--- config.mk ---
export PLATFORM = sky130hd
export DESIGN_NAME = float_copro_seq_dp_flat
export DESIGN_NICKNAME = d
export VERILOG_FILES = /design/src/rtl/float_copro_seq_dp_if.sv /design/src/rtl/float_copro_seq_dp.sv /design/src/flat_wrapper.sv
export SDC_FILE = /design/constraint.sdc
export NUM_CORES = 1
export LEC_CHECK = 0
export CORE_UTILIZATION = 60
export DETAILED_ROUTE_END_ITERATION = 10
export PLACE_DENSITY = 0.88
export SYNTH_ARGS = -nofsm -noshare
export SYNTH_HDL_FRONTEND = slang
export SYNTH_SLANG_ARGS = --single-unit
--- constraint.sdc ---
create_clock -name clk -period 4 [get_ports clk]
set_clock_uncertainty 0.1 [all_clocks]
set_input_delay 0.8 -clock clk [delete_from_list [all_inputs] [get_ports clk]]
set_output_delay 0.8 -clock clk [all_outputs]
set_load 0.02 [all_outputs]
--- src/rtl/float_copro_seq_dp_if.sv ---
// Request/response bundle between the coprocessor front end and the datapath.
interface float_copro_seq_dp_if #(
  parameter int WIDTH    = 32,
  parameter int OPCODE_W = 11
);
  logic                start;
  logic [OPCODE_W-1:0] opcode;
  logic [WIDTH-1:0]    op0;
  logic [WIDTH-1:0]    op1;
  logic                busy;
  logic                done;
  logic [WIDTH-1:0]    result;
  logic                error;

  modport master (
    output start, opcode, op0, op1,
    input  busy, done, result, error
  );

  modport slave (
    input  start, opcode, op0, op1,
    output busy, done, result, error
  );
endinterface

--- src/rtl/float_copro_seq_dp.sv ---
// Sequential coprocessor arithmetic datapath: add/sub in one step, mul/divu/remu
// on a shared shift-and-iterate engine, with a start/busy/done handshake.
//
// state | meaning
// ------+---------------------------------------------------------------
// IDLE  | waiting for start; busy=0
// ITER  | one mul (shift-add) or div (restoring) step per cycle, WIDTH steps
// FIN   | done pulse; result/error were loaded on the edge entering FIN
module float_copro_seq_dp #(
  parameter int WIDTH    = 32,
  parameter int OPCODE_W = 11
) (
  input  logic                  clk,
  input  logic                  reset_n,
  float_copro_seq_dp_if.slave   bus
);

  localparam int CNT_W = $clog2(WIDTH);

  typedef enum logic [1:0] {IDLE, ITER, FIN} state_t;
  typedef enum logic [1:0] {K_MUL, K_DIV, K_REM} kind_t;

  state_t           state;
  kind_t            kind;
  logic [CNT_W-1:0] cnt;
  // a_q: multiplicand (mul) or dividend/quotient shift register (div/rem)
  // b_q: multiplier (mul) or divisor (div/rem)
  // acc_q: product accumulator (mul) or partial remainder (div/rem)
  logic [WIDTH-1:0] a_q;
  logic [WIDTH-1:0] b_q;
  logic [WIDTH-1:0] acc_q;
  logic             busy_q;
  logic             done_q;
  logic [WIDTH-1:0] result_q;
  logic             error_q;

  logic             accept;
  logic             op_add, op_sub, op_mul, op_div, op_rem, op_illegal, op1_zero;
  logic             iterative;
  logic [WIDTH-1:0] imm_res;
  logic             imm_err;

  logic [WIDTH-1:0] mul_acc_nxt;
  logic [WIDTH:0]   rem_sh;
  logic             rem_ge;
  logic [WIDTH-1:0] div_rem_nxt;
  logic [WIDTH-1:0] div_quo_nxt;

  assign accept = bus.start & ~busy_q;

  // Opcode decode of the live request; only meaningful at the accept edge.
  always_comb begin
    op_add     = (bus.opcode == OPCODE_W'(0));
    op_sub     = (bus.opcode == OPCODE_W'(1));
    op_mul     = (bus.opcode == OPCODE_W'(2));
    op_div     = (bus.opcode == OPCODE_W'(3));
    op_rem     = (bus.opcode == OPCODE_W'(4));
    op_illegal = ~(op_add | op_sub | op_mul | op_div | op_rem);
    op1_zero   = (bus.op1 == '0);
    iterative  = op_mul | ((op_div | op_rem) & ~op1_zero);
  end

  // Results of the ops that complete straight from IDLE into FIN.
  always_comb begin
    imm_res = '0;
    imm_err = 1'b0;
    if (op_add) begin
      imm_res = bus.op0 + bus.op1;
    end else if (op_sub) begin
      imm_res = bus.op0 - bus.op1;
    end else if (op_div) begin
      imm_res = '1;
      imm_err = 1'b1;
    end else if (op_rem) begin
      imm_res = bus.op0;
      imm_err = 1'b1;
    end else if (op_illegal) begin
      imm_res = '0;
      imm_err = 1'b1;
    end
  end

  // One iteration step of either engine, computed from the current registers.
  always_comb begin
    mul_acc_nxt = acc_q + (b_q[0] ? a_q : '0);
    rem_sh      = {acc_q, a_q[WIDTH-1]};
    rem_ge      = (rem_sh >= {1'b0, b_q});
    // When rem_ge holds the difference is below b_q, so the low WIDTH bits suffice.
    div_rem_nxt = rem_ge ? (rem_sh[WIDTH-1:0] - b_q) : rem_sh[WIDTH-1:0];
    div_quo_nxt = {a_q[WIDTH-2:0], rem_ge};
  end

  // Control FSM, operand/iteration registers and registered outputs.
  always_ff @(posedge clk or negedge reset_n) begin
    if (!reset_n) begin
      state    <= IDLE;
      kind     <= K_MUL;
      cnt      <= '0;
      a_q      <= '0;
      b_q      <= '0;
      acc_q    <= '0;
      busy_q   <= 1'b0;
      done_q   <= 1'b0;
      result_q <= '0;
      error_q  <= 1'b0;
    end else begin
      done_q <= 1'b0;
      case (state)
        IDLE: begin
          if (accept) begin
            a_q    <= bus.op0;
            b_q    <= bus.op1;
            acc_q  <= '0;
            busy_q <= 1'b1;
            if (iterative) begin
              state <= ITER;
              cnt   <= CNT_W'(WIDTH - 1);
              kind  <= op_mul ? K_MUL : (op_div ? K_DIV : K_REM);
            end else begin
              state    <= FIN;
              result_q <= imm_res;
              error_q  <= imm_err;
              done_q   <= 1'b1;
            end
          end
        end
        ITER: begin
          cnt <= cnt - 1'b1;
          if (kind == K_MUL) begin
            acc_q <= mul_acc_nxt;
            a_q   <= a_q << 1;
            b_q   <= b_q >> 1;
          end else begin
            acc_q <= div_rem_nxt;
            a_q   <= div_quo_nxt;
          end
          if (cnt == '0) begin
            state   <= FIN;
            done_q  <= 1'b1;
            error_q <= 1'b0;
            case (kind)
              K_MUL:   result_q <= mul_acc_nxt;
              K_DIV:   result_q <= div_quo_nxt;
              default: result_q <= div_rem_nxt;
            endcase
          end
        end
        FIN: begin
          state  <= IDLE;
          busy_q <= 1'b0;
        end
        default: begin
          state  <= IDLE;
          busy_q <= 1'b0;
        end
      endcase
    end
  end

  assign bus.busy   = busy_q;
  assign bus.done   = done_q;
  assign bus.result = result_q;
  assign bus.error  = error_q;

endmodule
--- src/flat_wrapper.sv ---
// flat-port wrapper written by rule: the top's interface ports become plain ports
module float_copro_seq_dp_flat 
#(
  parameter int WIDTH    = 32,
  parameter int OPCODE_W = 11
)
  (clk, reset_n, bus_start, bus_opcode, bus_op0, bus_op1, bus_busy, bus_done, bus_result, bus_error);
  float_copro_seq_dp_if #(.WIDTH(WIDTH), .OPCODE_W(OPCODE_W)) bus_i ();
  input  logic clk;
  input  logic reset_n;
  input wire logic [$bits(bus_i.start)-1:0] bus_start;
  input wire logic [$bits(bus_i.opcode)-1:0] bus_opcode;
  input wire logic [$bits(bus_i.op0)-1:0] bus_op0;
  input wire logic [$bits(bus_i.op1)-1:0] bus_op1;
  output wire logic [$bits(bus_i.busy)-1:0] bus_busy;
  output wire logic [$bits(bus_i.done)-1:0] bus_done;
  output wire logic [$bits(bus_i.result)-1:0] bus_result;
  output wire logic [$bits(bus_i.error)-1:0] bus_error;
  assign bus_i.start = bus_start;
  assign bus_i.opcode = bus_opcode;
  assign bus_i.op0 = bus_op0;
  assign bus_i.op1 = bus_op1;
  assign bus_busy = bus_i.busy;
  assign bus_done = bus_i.done;
  assign bus_result = bus_i.result;
  assign bus_error = bus_i.error;
  float_copro_seq_dp #(.WIDTH(WIDTH), .OPCODE_W(OPCODE_W)) u_core (.clk(clk), .reset_n(reset_n), .bus(bus_i));
endmodule
After elaboration in Yosys (flattened, before gate mapping):

Cells that the tools add are included.

* register bits: 140
* input bits: 78
* output and inout bits: 35
* word-level logic and storage cells: 95

* $add $sub $neg: 5
* magnitude comparators: 1
* equality and inequality tests: 11
* multiplexer cells: 44
* bitwise operators: 11
* reductions and logical operators: 13

Operators with widths (count)
* 32-bit two-way mux: 14
* 32-bit case mux with 2 select lines: 5
* 32-bit adder: 2
* 32-bit subtractor: 2
* 33-bit by 32-bit >= comparator with 1-bit output: 1
* 32-bit logical NOT: 1
* 11-bit by 2-bit == test with 1-bit output, second input constant: 2
* 1-bit two-way mux: 13
* 11-bit by 1-bit == test with 1-bit output, second input constant: 1
* 11-bit by 3-bit == test with 1-bit output, second input constant: 1
* 11-bit logical NOT: 1
* 2-bit two-way mux: 5
* 5-bit two-way mux: 2
* 5-bit case mux with 2 select lines: 1
* 3-bit AND reduction: 3
* 2-bit by 1-bit inequality test with 1-bit output, second input constant: 4
* 1-bit bitwise OR: 6
* 1-bit case mux with 2 select lines: 3
* 2-bit AND reduction: 3
* 5-bit logical NOT: 1
* 5-bit by 1-bit subtractor with 5-bit output, second input constant: 1
* 2-bit by 1-bit == test with 1-bit output, second input constant: 2
* 2-bit logical NOT: 2
* 2-bit case mux with 2 select lines: 1
* other kinds (5): 8

Longest topological paths before layout:

* depth after elaboration: 13
* mapped depth: 15
* depth with buffers taken out: 14

Least setup slack after synthesis:

OpenSTA, ideal clock, no wires.

* path kind: input-to-reg
* from: input port bus_op0[0]
* to: register u_core.result_q[28], in the netlist u_core.bus.result[28]
* library setup time: 0.101 ns
* arrival: 3.457 ns
* data required time: 3.799 ns
* setup slack: 0.342 ns
* stages: 14
* buffers on the path: 0
* cells stage by stage: inv_1 ha_1 inv_1 fa_1 a21oi_2 o21ai_1 a2111oi_2 o211ai_2 o211a_1 o2111a_1 o32ai_1 xnor2_1 nor2_1 nor4_1

* longest elaborated chain between the ends: 6
* elaborated cells on any way between the ends: 7
* classes of those cells: 2 x add/sub; 5 x mux

Ends and longest elaborated chain
* start: declaration: line flat_wrapper.sv:13 `input wire logic [$bits(bus_i.op0)-1:0] bus_op0;`
* 32-bit subtractor: line float_copro_seq_dp.sv:70 `imm_res = bus.op0 - bus.op1;`
* 32-bit two-way mux: line float_copro_seq_dp.sv:69 `end else if (op_sub) begin`
* 32-bit two-way mux (*): line float_copro_seq_dp.sv:67 `if (op_add) begin`
* 32-bit two-way mux (*): line float_copro_seq_dp.sv:115 `if (iterative) begin`
* 32-bit two-way mux (*): line float_copro_seq_dp.sv:110 `if (accept) begin`
* 32-bit case mux with 2 select lines (*): line float_copro_seq_dp.sv:108 `case (state)`
* end signal: assignment: line float_copro_seq_dp.sv:121 `result_q <= imm_res;`
* end signal: assignment: line float_copro_seq_dp.sv:142 `K_MUL: result_q <= mul_acc_nxt;`
* end signal: assignment: line float_copro_seq_dp.sv:143 `K_DIV: result_q <= div_quo_nxt;`
* end: declaration: line float_copro_seq_dp.sv:34 `logic [WIDTH-1:0] result_q;`

Every way passes the cells marked *; elsewhere a longest branch is shown, timed or not. The select of a mux whose other input is x is not followed.
A chain may end at the register's enable or synchronous reset.

Worst setup path after layout:

* from: register u_core.a_q[31]
* to: register u_core.result_q[20], in the netlist u_core.bus.result[20]

* longest elaborated chain between the ends: 5
* elaborated cells on any way between the ends: 6
* classes of those cells: 1 x add/sub; 1 x order compare; 4 x mux

Ends and longest elaborated chain
* start: declaration: line float_copro_seq_dp.sv:29 `logic [WIDTH-1:0] a_q;`
* start signal: assignment: line float_copro_seq_dp.sv:111 `a_q <= bus.op0;`
* start signal: assignment: line float_copro_seq_dp.sv:131 `a_q <= a_q << 1;`
* start signal: assignment: line float_copro_seq_dp.sv:135 `a_q <= div_quo_nxt;`
* 32-bit subtractor / 33-bit by 32-bit >= comparator with 1-bit output (equally long branches): line float_copro_seq_dp.sv:89, float_copro_seq_dp.sv:87
* 32-bit two-way mux (*): line float_copro_seq_dp.sv:89 `div_rem_nxt = rem_ge ? (rem_sh[WIDTH-1:0] - b_q) : rem_sh[WIDTH-1:0];`
* 32-bit case mux with 2 select lines (*): line float_copro_seq_dp.sv:141 `case (kind)`
* 32-bit two-way mux (*): line float_copro_seq_dp.sv:137 `if (cnt == '0) begin`
* 32-bit case mux with 2 select lines (*): line float_copro_seq_dp.sv:108
* end signal: assignment: line float_copro_seq_dp.sv:142
* end signal: assignment: line float_copro_seq_dp.sv:143
* end signal: assignment: line float_copro_seq_dp.sv:144 `default: result_q <= div_rem_nxt;`

Marked as above.

==> impl_metrics.tcl <==
set metrics [dict create \
    htreeDepth 4 \
    p_total_mw 10.4 \
    whs_ns 0.354 \
    coreArea_sq_um 24500 \
    num_vias 17476 \
    irDropWorstVdd_uv 473 \
    crit_chain "inv_1 > ha_1 > inv_1 > fa_2 > a211oi_2 > o21bai_1 > a21o_1 > a2111o_1 > a31oi_1 > o21bai_1 > xor2_1 > mux2i_1 > a22oi_1 > a221o_1" \
    cap_viol_max_count 0 \
    synth_fp_nets 2240 \
    ys.flop_type "dfrtp_1" \
    numCtsBuffers 17 \
    arrival_ns 4.13 \
    num_antenna_cells 0 \
    yosysSeqAreaShare_pct 23.1 \
    synth-async-reset-ratio_pct 100 \
    drive_above_1_share_pct 14.5 \
    final_cell_area_sq_um 18700 \
    area_growth_pct 23.5 \
    cp_num_buf_inv 2 \
    dpl_cell_area_sq_um 17900 \
    die_area_sq_um 25900 \
    rows 57 \
    antenna_found_initial 0 \
    grt_pass1_vias 16476 \
    worstMarginPinSlew_ns 0.938 \
    cts_tree "yes" \
    grt_max_degree 89 \
    drc 0 \
    timing.slew.headroom_pct 37.4 \
    critPathMaxFanout 3 \
    wl_per_cell_um 22.3 \
    synth_edf_count 0 \
    hpwlAfterDp_um 44200 \
    outcome "finished clean" \
    cpMaxStageDelayCell "a2111o_1" \
    ys_warn_count 0 \
    grt_pass1_wl_um 90100 \
    synth_cells 2030 \
    cts_sinks 140 \
    place.gp.congestion 1.03 \
    avgSynthCellArea_sq_um 7.47 \
    cts_root_buf "clkbuf_16" \
    r2r-end "u_core.bus.result[20]" \
    critical-path-top-delay-family "compound AO/OA/AOI/OAI gates" \
    start_kind "register" \
    die_w_um 161 \
    startpoint "u_core.a_q[31]" \
    synth_top_area_cell "dfrtp_1" \
    p_per_area_nw_per_um2 553 \
    ff2ff_setup_slack_ns 0.07 \
    cts.path.max_buffers 2 \
    drv_slew 0 \
    layout_common_cells "nand2_1 (276), buf_4 (210), nor2_1 (181)" \
    yosys-top-cells-area "dfrtp_1 (23%), ha_1 (11%), nand2_1 (6.8%)" \
    max_freq_mhz 255 \
    fin_crit_sh_pct 98.2 \
    vias_per_cell 6.73 \
    period_minus_slack_ns 3.93 \
    p_leak_nw 8.82 \
    gr-total-overflow 0 \
    die_h_um 161 \
    synth_seq_cells 140 \
    clkSlewWorstSetupHoldPaths_ns 0.07 \
    end_kind "register" \
    ant_nets 0 \
    layout_commonest_cell "nand2_1" \
    ys_types 94 \
    worstPathRequired_ns 4.20 \
    initial_core_util_pct 61.8 \
    clk_latency_ns 0.43 \
    rr_worst_depth 14 \
    cts_hold_buf 0 \
    critPathKind "reg2reg" \
    io_buffer_count 112 \
    post_synth_instance_area_sq_um 15200 \
    io_pins 113 \
    dr.first_iter.drc_count 2464 \
    hp-class "in2async" \
    hold_violations 0 \
    layout.nets 2471 \
    yosysTopAreaCellShare_pct 23.1 \
    nFillCells 1850 \
    first_pass_iters 8 \
    finalWirelength_um 57900 \
    slowest_delay_ns 0.47 \
    timing.rr.start "u_core.a_q[31]" \
    setup_viol 0 \
    globalRouteTotalUtil_pct 44.4 \
]
how the worst max path moves through the flow:
stage / endpoint / depth (start not counted)
2_1_floorplan: u_core.bus.result[28] / 14
3_3_place_gp: u_core.bus.result[31] / 17
3_5_place_dp: u_core.bus.result[31] / 17
4_1_cts: u_core.bus.result[24] / 16
5_1_grt: u_core.bus.result[31] / 17
6_report: u_core.bus.result[20] / 14
final cells by class:
cell class                      instances  area, sq um  area share (%)
Tap cell                              324          405            2.17
Inverter                              124          465            2.49
Multi-Input combinational cell       1652        10900            58.4
Sequential cell                       140         3500            18.7
Clock buffer                           21          460            2.46
Timing Repair Buffer                  326         2790            14.9
Clock inverter                         11          155           0.829
flip-flops by register name, summed over array words and instances (netlist names):
name,flops
u_core.bus.result,32
u_core.bus.error,1
u_core.cnt,5
u_core.state,2
u_core.b_q,32
u_core.bus.done,1
u_core.acc_q,32
u_core.kind,2
u_core.a_q,32
u_core.bus.busy,1
what timing repair did:
action | CTS | global route
pin swaps | 0 | 13
setup endpoints to repair | 3 | 17
gates resized for setup | 4 | 35
setup buffers | 0 | 2
layer usage:
metal  vias up  wire length [um]  GRT usage (%)
li1       7840                 -              -
met1      8219             23700           62.6
met5         -                 0              0
met3       175              7150           9.22
met4         0              2240           16.2
met2      1242             24800           66.7
stage by stage:
stage	std cells	utilization [%]	setup TNS (ns)	setup WS [ns]
floorplan	2030	-	0	0.342
global placement	2564	72.9	-4.24	-0.498
detailed placement	2564	72.9	-5.27	-0.531
CTS	2596	75.5	0	0.00631
global route	2598	76.3	-0.0214	-0.0214
finish	2598	76.3	0	0.0730
Yosys cell counts (all sizes together) (5+ instances only):
master	number
buf	16
nand2b	23
a21oi	177
nor4	17
o211ai	34
or2	9
o221ai	6
and3	12
nand2	277
and2	38
a21o	61
inv	124
o21a	11
ha	128
a22oi	6
o21ai	110
a221o	8
a22o	11
a21boi	5
a221oi	14
nor2	186
nor2b	18
o22ai	6
a31o	9
clkbuf	98
dfrtp	140
a31oi	87
o2111ai	7
a32o	11
a2111oi	6
xnor2	55
o31ai	15
nor3	33
a211o	5
o21bai	21
or3	15
a311oi	7
mux2i	27
nand3	39
xor2	32
nand4	25
a211oi	33
logic make-up after synthesis:
| logic type | share of synthesized area, % |
|---|---|
| flops | 23.1 |
| xor+xnor | 5.03 |
| buf+inv | 6.18 |
| mux | 2.08 |
| simple gates | 21.6 |
| compound gates | 30.9 |
| fa+ha+maj | 11.1 |
where the power goes:
group          leakage, nW  internal, mW  switching [mW]
registers             1.73          1.97           0.649
logic                 6.79          2.50            3.55
clock network        0.299          1.02           0.670
(Power assumes the default switching activity.)
==> edit: new RTL, config.mk and constraints unchanged <==
`OPCODE_W` is set to 11 in 3 places; all go to 15.
--- a/src/rtl/float_copro_seq_dp_if.sv
+++ b/src/rtl/float_copro_seq_dp_if.sv
@@ -1,7 +1,7 @@
 // Request/response bundle between the coprocessor front end and the datapath.
 interface float_copro_seq_dp_if #(
   parameter int WIDTH    = 32,
-  parameter int OPCODE_W = 11
+  parameter int OPCODE_W = 15
 );
   logic                start;
   logic [OPCODE_W-1:0] opcode;
--- a/src/rtl/float_copro_seq_dp.sv
+++ b/src/rtl/float_copro_seq_dp.sv
@@ -8,7 +8,7 @@
 // FIN   | done pulse; result/error were loaded on the edge entering FIN
 module float_copro_seq_dp #(
   parameter int WIDTH    = 32,
-  parameter int OPCODE_W = 11
+  parameter int OPCODE_W = 15
 ) (
   input  logic                  clk,
   input  logic                  reset_n,
--- a/src/flat_wrapper.sv
+++ b/src/flat_wrapper.sv
@@ -2,7 +2,7 @@
 module float_copro_seq_dp_flat 
 #(
   parameter int WIDTH    = 32,
-  parameter int OPCODE_W = 11
+  parameter int OPCODE_W = 15
 )
   (clk, reset_n, bus_start, bus_opcode, bus_op0, bus_op1, bus_busy, bus_done, bus_result, bus_error);
   float_copro_seq_dp_if #(.WIDTH(WIDTH), .OPCODE_W(OPCODE_W)) bus_i ();
Interface: changed (resized bus_opcode); port bits go from 113 to 117. The function was not compared with the original's and may differ.
==> edit against the unedited design <==
Routed wire length rose by 1.2%; maximum frequency increased by 0.63%; total power shrank 13%; final area decreased by 1.9%; sequential cell count is the same; area after synthesis is 1.2% lower; setup slack better by 0.025 ns; non-clock buffer count shrank 11; critical path type unchanged; largest power group unchanged; highest routed layer unchanged.
==> edit: results <==
export IMPL_synth_adder_area_share=0.1123
export IMPL_cp_startpoint="u_core.b_q[0]"
export IMPL_use_met2=0.6617
export IMPL_ir_worst_vdd_mv=0.3149
export IMPL_yosysSeqAreaShare=0.2339
export IMPL_crit_end="u_core.acc_q[26]"
export IMPL_critPathSlowestCell="fa_1"
export IMPL_place_hpwl_um=44300
export IMPL_postCtsResizedCells=0
export IMPL_drive_gt1_frac=0.1319
export IMPL_synth_top_cells_by_count="a21oi_1 (223), nand2_1 (195), nor2_1 (161)"
export IMPL_final_net_count=2385
export IMPL_rr_startpoint="u_core.b_q[0]"
export IMPL_dr_pass1_iters=7
export IMPL_synth_area_per_cell_um2=7.684
export IMPL_grt_max_degree=72
export IMPL_detail_route_wl_per_cell_um=23.37
export IMPL_swShare=0.4565
export IMPL_m1WireLength_um=22860
export IMPL_cellLeakagePower_nw=8.577
export IMPL_num_nonclk_inverters=120
export IMPL_gr_usage_met1=0.6307
export IMPL_wl_met3_um=8927
export IMPL_synth_xor_area_frac=0.05381
export IMPL_synth_mux_area_frac=0.03208
export IMPL_first_iter_violations=2591
export IMPL_status="finished, final reports clean"
export IMPL_buf_share=0.1484
export IMPL_met3_usage=0.1195
-- edit: cell count changes in the layout (fill, tap and decap cells not counted), moves of 9 or more --
| cell | before | now |
|---|---|---|
| nand2_1 | 276 | 195 |
| a31oi_1 | 85 | 18 |
| a21oi_1 | 175 | 221 |
| o21ai_1 | 9 | 52 |
| a211oi_1 | 30 | 61 |
| a21o_1 | 61 | 34 |
| mux2i_1 | 24 | 48 |
| nor2_1 | 181 | 158 |
| buf_4 | 210 | 194 |
| nand4_1 | 25 | 13 |
| a31o_2 | 9 | 0 |
| o21bai_1 | 20 | 11 |
-- edit: metrics by stage --
step	hold WS [ns]	power (mW)	setup slack (ns)	area (um2)
after detailed placement	0.3808	6.863	-0.2090	17640
after global placement	0.3719	6.685	-0.1681	17640
after floorplan	0.3487	5.192	0.6045	14980
final	0.2674	9.002	0.09752	18360
after CTS	0.3163	8.657	0.1435	18270
after global routing	0.3316	9.360	-0.05248	18360
